**src/rtl/video_timing_gen.sv**
```systemverilog
// Runtime-programmable video timing generator: sync/blank/DE, coordinates and strobes.
// Optional define VTG_FRAME_CNT_EN adds a 32-bit frame counter output o_frame_cnt.
module video_timing_gen #(
  parameter int CNT_W      = 12,
  parameter int DEF_H_ACT  = 640,
  parameter int DEF_H_FP   = 16,
  parameter int DEF_H_SYNC = 96,
  parameter int DEF_H_BP   = 48,
  parameter int DEF_V_ACT  = 480,
  parameter int DEF_V_FP   = 10,
  parameter int DEF_V_SYNC = 2,
  parameter int DEF_V_BP   = 33,
  parameter bit DEF_HPOL   = 1'b0,
  parameter bit DEF_VPOL   = 1'b0
) (
  input  logic             i_clk,
  input  logic             i_rst_n,
  input  logic             i_cfg_valid,
  output logic             o_cfg_ready,
  input  logic [CNT_W-1:0] i_cfg_h_act,
  input  logic [CNT_W-1:0] i_cfg_h_fp,
  input  logic [CNT_W-1:0] i_cfg_h_sync,
  input  logic [CNT_W-1:0] i_cfg_h_bp,
  input  logic [CNT_W-1:0] i_cfg_v_act,
  input  logic [CNT_W-1:0] i_cfg_v_fp,
  input  logic [CNT_W-1:0] i_cfg_v_sync,
  input  logic [CNT_W-1:0] i_cfg_v_bp,
  input  logic             i_cfg_hpol,
  input  logic             i_cfg_vpol,
  output logic             o_cfg_err,
  output logic             o_cfg_applied,
  output logic             o_hsync,
  output logic             o_vsync,
  output logic             o_hblank,
  output logic             o_vblank,
  output logic             o_de,
  output logic [CNT_W-1:0] o_x,
  output logic [CNT_W-1:0] o_y,
  output logic             o_line_start,
  output logic             o_frame_start
`ifdef VTG_FRAME_CNT_EN
  ,
  output logic [31:0]      o_frame_cnt
`endif
);

  localparam int SW = CNT_W + 2;
  localparam logic [SW-1:0] MAX_T = {2'b00, {CNT_W{1'b1}}};

  typedef struct packed {
    logic [CNT_W-1:0] h_act, h_fp, h_sync, h_bp;
    logic [CNT_W-1:0] v_act, v_fp, v_sync, v_bp;
    logic             hpol, vpol;
  } timing_t;

  localparam timing_t DEF_T = '{
    h_act: CNT_W'(DEF_H_ACT), h_fp: CNT_W'(DEF_H_FP),
    h_sync: CNT_W'(DEF_H_SYNC), h_bp: CNT_W'(DEF_H_BP),
    v_act: CNT_W'(DEF_V_ACT), v_fp: CNT_W'(DEF_V_FP),
    v_sync: CNT_W'(DEF_V_SYNC), v_bp: CNT_W'(DEF_V_BP),
    hpol: DEF_HPOL, vpol: DEF_VPOL};

  function automatic logic [SW-1:0] zx(input logic [CNT_W-1:0] a);
    return {2'b00, a};
  endfunction

  timing_t          act_q, pend_q, cfg_in;
  logic             pend_vld_q, apply_q, err_q, applied_q;
  logic [CNT_W-1:0] h_q, h_d, v_q, v_d;
  logic [CNT_W-1:0] x_q, y_q;
  logic             hsync_q, vsync_q, hblank_q, vblank_q, de_q, ls_q, fs_q;

  logic [SW-1:0]    in_ht, in_vt, h_s0, h_s1, a_ht, v_s0, v_s1, a_vt;
  logic             cfg_legal, accept, h_last, v_last, apply_now;
  logic             hb, vb, hs_on, vs_on, at_origin;

  always_comb begin
    cfg_in = '{
      h_act: i_cfg_h_act, h_fp: i_cfg_h_fp, h_sync: i_cfg_h_sync, h_bp: i_cfg_h_bp,
      v_act: i_cfg_v_act, v_fp: i_cfg_v_fp, v_sync: i_cfg_v_sync, v_bp: i_cfg_v_bp,
      hpol: i_cfg_hpol, vpol: i_cfg_vpol};
  end

  // Totals carry two guard bits so a wrapped sum can't masquerade as legal.
  always_comb begin
    in_ht = zx(cfg_in.h_act) + zx(cfg_in.h_fp) + zx(cfg_in.h_sync) + zx(cfg_in.h_bp);
    in_vt = zx(cfg_in.v_act) + zx(cfg_in.v_fp) + zx(cfg_in.v_sync) + zx(cfg_in.v_bp);
    cfg_legal = (cfg_in.h_act != '0) && (cfg_in.h_fp != '0) &&
                (cfg_in.h_sync != '0) && (cfg_in.h_bp != '0) &&
                (cfg_in.v_act != '0) && (cfg_in.v_fp != '0) &&
                (cfg_in.v_sync != '0) && (cfg_in.v_bp != '0) &&
                (in_ht <= MAX_T) && (in_vt <= MAX_T);
  end

  assign o_cfg_ready = !pend_vld_q;
  assign accept      = i_cfg_valid && o_cfg_ready;

  always_comb begin
    h_s0 = zx(act_q.h_act) + zx(act_q.h_fp);
    h_s1 = h_s0 + zx(act_q.h_sync);
    a_ht = h_s1 + zx(act_q.h_bp);
    v_s0 = zx(act_q.v_act) + zx(act_q.v_fp);
    v_s1 = v_s0 + zx(act_q.v_sync);
    a_vt = v_s1 + zx(act_q.v_bp);
    h_last    = zx(h_q) == (a_ht - SW'(1));
    v_last    = zx(v_q) == (a_vt - SW'(1));
    apply_now = h_last && v_last && pend_vld_q;
    hb        = h_q >= act_q.h_act;
    vb        = v_q >= act_q.v_act;
    hs_on     = (zx(h_q) >= h_s0) && (zx(h_q) < h_s1);
    vs_on     = (zx(v_q) >= v_s0) && (zx(v_q) < v_s1);
    at_origin = (h_q == '0) && (v_q == '0);
  end

  always_comb begin
    h_d = h_q + CNT_W'(1);
    v_d = v_q;
    if (h_last) begin
      h_d = '0;
      v_d = v_last ? '0 : v_q + CNT_W'(1);
    end
  end

  // New timing takes effect on the wrap; pending/ready are released one cycle
  // later so o_cfg_applied and o_cfg_ready line up with o_frame_start.
  always_ff @(posedge i_clk) begin
    if (!i_rst_n) begin
      h_q        <= '0;
      v_q        <= '0;
      act_q      <= DEF_T;
      pend_q     <= DEF_T;
      pend_vld_q <= 1'b0;
      apply_q    <= 1'b0;
      err_q      <= 1'b0;
      applied_q  <= 1'b0;
    end else begin
      h_q       <= h_d;
      v_q       <= v_d;
      apply_q   <= apply_now;
      applied_q <= apply_q;
      err_q     <= accept && !cfg_legal;
      if (apply_now) act_q <= pend_q;
      if (apply_q) begin
        pend_vld_q <= 1'b0;
      end else if (accept && cfg_legal) begin
        pend_q     <= cfg_in;
        pend_vld_q <= 1'b1;
      end
    end
  end

  always_ff @(posedge i_clk) begin
    if (!i_rst_n) begin
      x_q      <= '0;
      y_q      <= '0;
      hsync_q  <= ~DEF_HPOL;
      vsync_q  <= ~DEF_VPOL;
      hblank_q <= 1'b1;
      vblank_q <= 1'b1;
      de_q     <= 1'b0;
      ls_q     <= 1'b0;
      fs_q     <= 1'b0;
    end else begin
      x_q      <= h_q;
      y_q      <= v_q;
      hsync_q  <= hs_on ? act_q.hpol : ~act_q.hpol;
      vsync_q  <= vs_on ? act_q.vpol : ~act_q.vpol;
      hblank_q <= hb;
      vblank_q <= vb;
      de_q     <= !hb && !vb;
      ls_q     <= h_q == '0;
      fs_q     <= at_origin;
    end
  end

`ifdef VTG_FRAME_CNT_EN
  logic [31:0] fcnt_q;
  always_ff @(posedge i_clk) begin
    if (!i_rst_n)       fcnt_q <= '0;
    else if (at_origin) fcnt_q <= fcnt_q + 32'd1;
  end
  assign o_frame_cnt = fcnt_q;
`endif

  assign o_cfg_err     = err_q;
  assign o_cfg_applied = applied_q;
  assign o_hsync       = hsync_q;
  assign o_vsync       = vsync_q;
  assign o_hblank      = hblank_q;
  assign o_vblank      = vblank_q;
  assign o_de          = de_q;
  assign o_x           = x_q;
  assign o_y           = y_q;
  assign o_line_start  = ls_q;
  assign o_frame_start = fs_q;

endmodule

```
**config.mk**
```make
export PLATFORM = sky130hd
export DESIGN_NAME = video_timing_gen
export DESIGN_NICKNAME = d
export VERILOG_FILES = /design/src/rtl/video_timing_gen.sv
export SDC_FILE = /design/constraint.sdc
export NUM_CORES = 1
export LEC_CHECK = 0
export ABC_AREA = 1
export BUFFER_PORTS_ARGS = -buffer_cell sky130_fd_sc_hd__buf_4
export CAP_MARGIN = 30
export CORE_MARGIN = 2
export CORE_UTILIZATION = 40
export DETAILED_ROUTE_END_ITERATION = 8
export PLACE_DENSITY = 0.68
export SLEW_MARGIN = 20
export SYNTH_ARGS = -nofsm -noshare
export SYNTH_HDL_FRONTEND = slang
export SYNTH_SLANG_ARGS = --single-unit
```
**constraint.sdc**
```tcl
create_clock -name i_clk -period 4.7 [get_ports i_clk]
set_input_delay 1.41 -clock i_clk [delete_from_list [all_inputs] [get_ports i_clk]]
set_output_delay 1.41 -clock i_clk [all_outputs]
set_load 0.01 [all_outputs]
```
==> results.tsv <==
metric	value	unit
async_reset_ff_share	0	%
portBuffers	134	
rrSetupSlack	-0.49	ns
netlist_area	0.0191	mm^2
synth_edf_count	0	
grt_overflow	0	
pre_cts_ws	-0.466	ns
power.leakage	12.6	nW
fp.dieW	222	um
timing.final.ws_setup	-0.489	ns
finalMaxSlewViolations	0	
cts_tree	yes	
drt-vias-per-instance	4.80	
crit_path_end_kind	flip-flop	
cp_num_buf_inv	5	
r2r_start	act_q[38]$_SDFFE_PN0P_	
first_pass_iters	7	
hold_class	reg2reg	
cts_sinks	255	
critical-path-top-delay-family	simple AND/OR/NAND/NOR gates	
power_density	232	mW/mm^2
hold_viol_final	0	
cp-start-kind	flip-flop	
violations	setup timing	
nNetsFinal	3561	
rows	80	
antennaDiodeCount	0	
skew	0.0108	ns
critical_path_arrival	5.65	ns
min_to	act_q[55]$_SDFFE_PN1P_	
dpl.hpwl	39300	um
crit_slowest_cell	dfxtp_2	
grt_pass1_wl	85600	um
avgSynthCellArea	6.58	um^2
drtIter0Drc	989	
rr_worst_depth	33	
synth-seq-area-share	26.8	%
layout-drive-gt1-share	21.5	%
grt_max_degree	197	
register_area	0.00512	mm^2
whs	0.464	ns
grt_pass1_vias	17143	
cts-hold-fix-buffers	0	
fill_cells	4554	
maxCapViolations	0	
track_usage	20.9	%
wl_per_cell	14.3	um
ys_types	47	
synth-seq-cells	255	
ys.flop_type	dfxtp_1	
cp_slowest_stage_delay	0.36	ns
fmax	193	MHz
syn2layout_area_growth	32.1	%
ant_nets	0	
critical_path_class	reg2reg	
clk_pin_slew	0.06	ns
clk-insertion-delay-late	0.57	ns
drc_errors	0	
numCtsBuffers	29	
cp.required	5.16	ns
drt-total-wl	54900	um
cp_max_fo	7	
rsz0062_at_grt	yes	
whs_path_depth	2	
multi_input_comb_area	0.0126	mm^2
period_needed	5.19	ns
clock-root-buffer	clkbuf_16	
worstMarginPinSlew	0.937	ns
hp-start	act_q[55]$_SDFFE_PN1P_	
synth_nets	3245	
die_area	0.0494	mm^2
yosys_warnings	0	
place_congestion	0.931	
ios	135	
period_share	110	%
setup_tns	-43.59	ns
relSlewSlack	37.6	%
setup_viol	121	
htree_num_levels	1	
status	finished, violations left	
cts_buffer_depth	3	
die_h	222	um
r2r-end	act_q[89]$_SDFFE_PN0P_	
synth_cells	2896	
initial_utilization	40.2	%
antenna_found_initial	0	
coreArea	0.0474	mm^2
num_vias	18451	
peakVddDrop	0.000222	V
fin_util	53.1	%
==> flip-flops by register name, summed over array words and instances (netlist names), 12 cells and up <==
signal  cells
o_x        12
act_q      98
o_y        12
pend_q     98
v_q        12
h_q        12
==> kinds of logic after synthesis <==
kind of cell,Yosys count,synth area share [%]
AO/OA/AOI/OAI,255,7.27
flip-flops,255,26.8
adder cells (fa/ha/maj),248,18.4
buffers and inverters,693,13.9
AND/OR/NAND/NOR,1371,30.3
XOR/XNOR,74,3.40
==> timing repair <==
item                                   CTS  global route
gates cloned                            13            12
endpoints found under the hold margin    0             0
pin swaps                               44           111
resized for setup                      101           202
buffers inserted                        17            21
setup endpoints to repair              122           123
==> area by class of cell <==
type                       count  share of cell area [%]
clock buffer                  42                    3.35
clock inverter                 9                   0.363
inverter                     584                    8.77
multi-input combinational   1951                    49.9
sequential                   255                    20.3
tap                          615                    3.06
timing repair buffer         390                    14.2
timing repair inverter         1                  0.0199
==> metal layers <==
metal	track usage [%]	vias up	share of wire (%)
met1	29.3	8262	47
met5	0	-	0
li1	-	9636	-
met4	6.28	0	3.1
met2	33.8	444	45
met3	2.29	109	4.7
==> power breakdown <==
part           switching [mW]  internal, mW  total [mW]
Clock                   0.955          1.30        2.26
Combinational           0.663         0.505        1.17
Sequential              0.104          2.30        2.41
Total                    1.72          4.11        5.83
==> worst max-delay path by stage <==
stage / startpoint / to / slack, ns / cells after the start
floorplan: act_q[86]$_SDFFE_PN0P_ / act_q[67]$_SDFFE_PN1P_ / 0.002 / 33
global placement: act_q[26]$_SDFFE_PN0P_ / act_q[63]$_SDFFE_PN0P_ / -0.34 / 34
detailed placement: act_q[86]$_SDFFE_PN0P_ / act_q[63]$_SDFFE_PN0P_ / -0.47 / 33
CTS: act_q[86]$_SDFFE_PN0P_ / act_q[63]$_SDFFE_PN0P_ / -0.29 / 35
global route: act_q[38]$_SDFFE_PN0P_ / act_q[91]$_SDFFE_PN0P_ / -0.80 / 33
finish: act_q[38]$_SDFFE_PN0P_ / act_q[89]$_SDFFE_PN0P_ / -0.49 / 33
==> worst min-delay path, stage by stage, from the launching register on <==
cell and delay [ns]:
dfxtp_1 0.33, nand2_1 0.06, nand3_1 0.05
==> stage by stage <==
stage	cells	cell area (um^2)	total power, mW
floorplan	2896	19200	3.15
global placement	3736	22200	3.58
detailed placement	3736	22200	3.59
CTS	3816	24000	5.85
global route	3847	25200	6.13
finish	3847	25200	5.83
==> synthesized netlist by cell type, types with 3 or more instances <==
| cell type | count | share of area [%] |
|---|---|---|
| a21boi_0 | 3 | 0.12 |
| a21o_1 | 10 | 0.39 |
| a21oi_1 | 176 | 4.6 |
| a31oi_1 | 7 | 0.23 |
| buf_1 | 28 | 0.55 |
| buf_2 | 15 | 0.39 |
| clkbuf_1 | 61 | 1.2 |
| dfxtp_1 | 255 | 27 |
| fa_1 | 54 | 5.7 |
| ha_1 | 194 | 13 |
| inv_1 | 580 | 11 |
| inv_2 | 3 | 0.059 |
| nand2_1 | 663 | 13 |
| nand3_1 | 327 | 8.6 |
| nand3b_1 | 13 | 0.51 |
| nand4_1 | 29 | 0.95 |
| nor2_1 | 297 | 5.8 |
| nor2_2 | 3 | 0.098 |
| nor3_1 | 18 | 0.47 |
| nor3b_1 | 4 | 0.16 |
| nor4_1 | 3 | 0.098 |
| o211ai_1 | 6 | 0.24 |
| o21a_1 | 4 | 0.16 |
| o21ai_0 | 33 | 0.87 |
| o21bai_1 | 8 | 0.31 |
| or2_2 | 3 | 0.098 |
| xnor2_1 | 27 | 1.2 |
| xor2_1 | 47 | 2.2 |
==> layout by cell type (no fill, tap or decap), types with 24 or more instances in the layout <==
| cell type | Yosys | layout |
|---|---|---|
| a21oi_1 | 176 | 151 |
| nand4_1 | 29 | 29 |
| a21oi_2 | 1 | 24 |
| buf_4 | 1 | 339 |
| nor2_1 | 297 | 270 |
| nand3_1 | 327 | 302 |
| inv_1 | 580 | 560 |
| nand2_2 | 1 | 59 |
| nand2_1 | 663 | 587 |
| ha_1 | 194 | 176 |
| clkbuf_16 | 0 | 37 |
| xor2_1 | 47 | 35 |
| fa_1 | 54 | 52 |
| dfxtp_1 | 255 | 247 |
(Power assumes the default switching activity.)
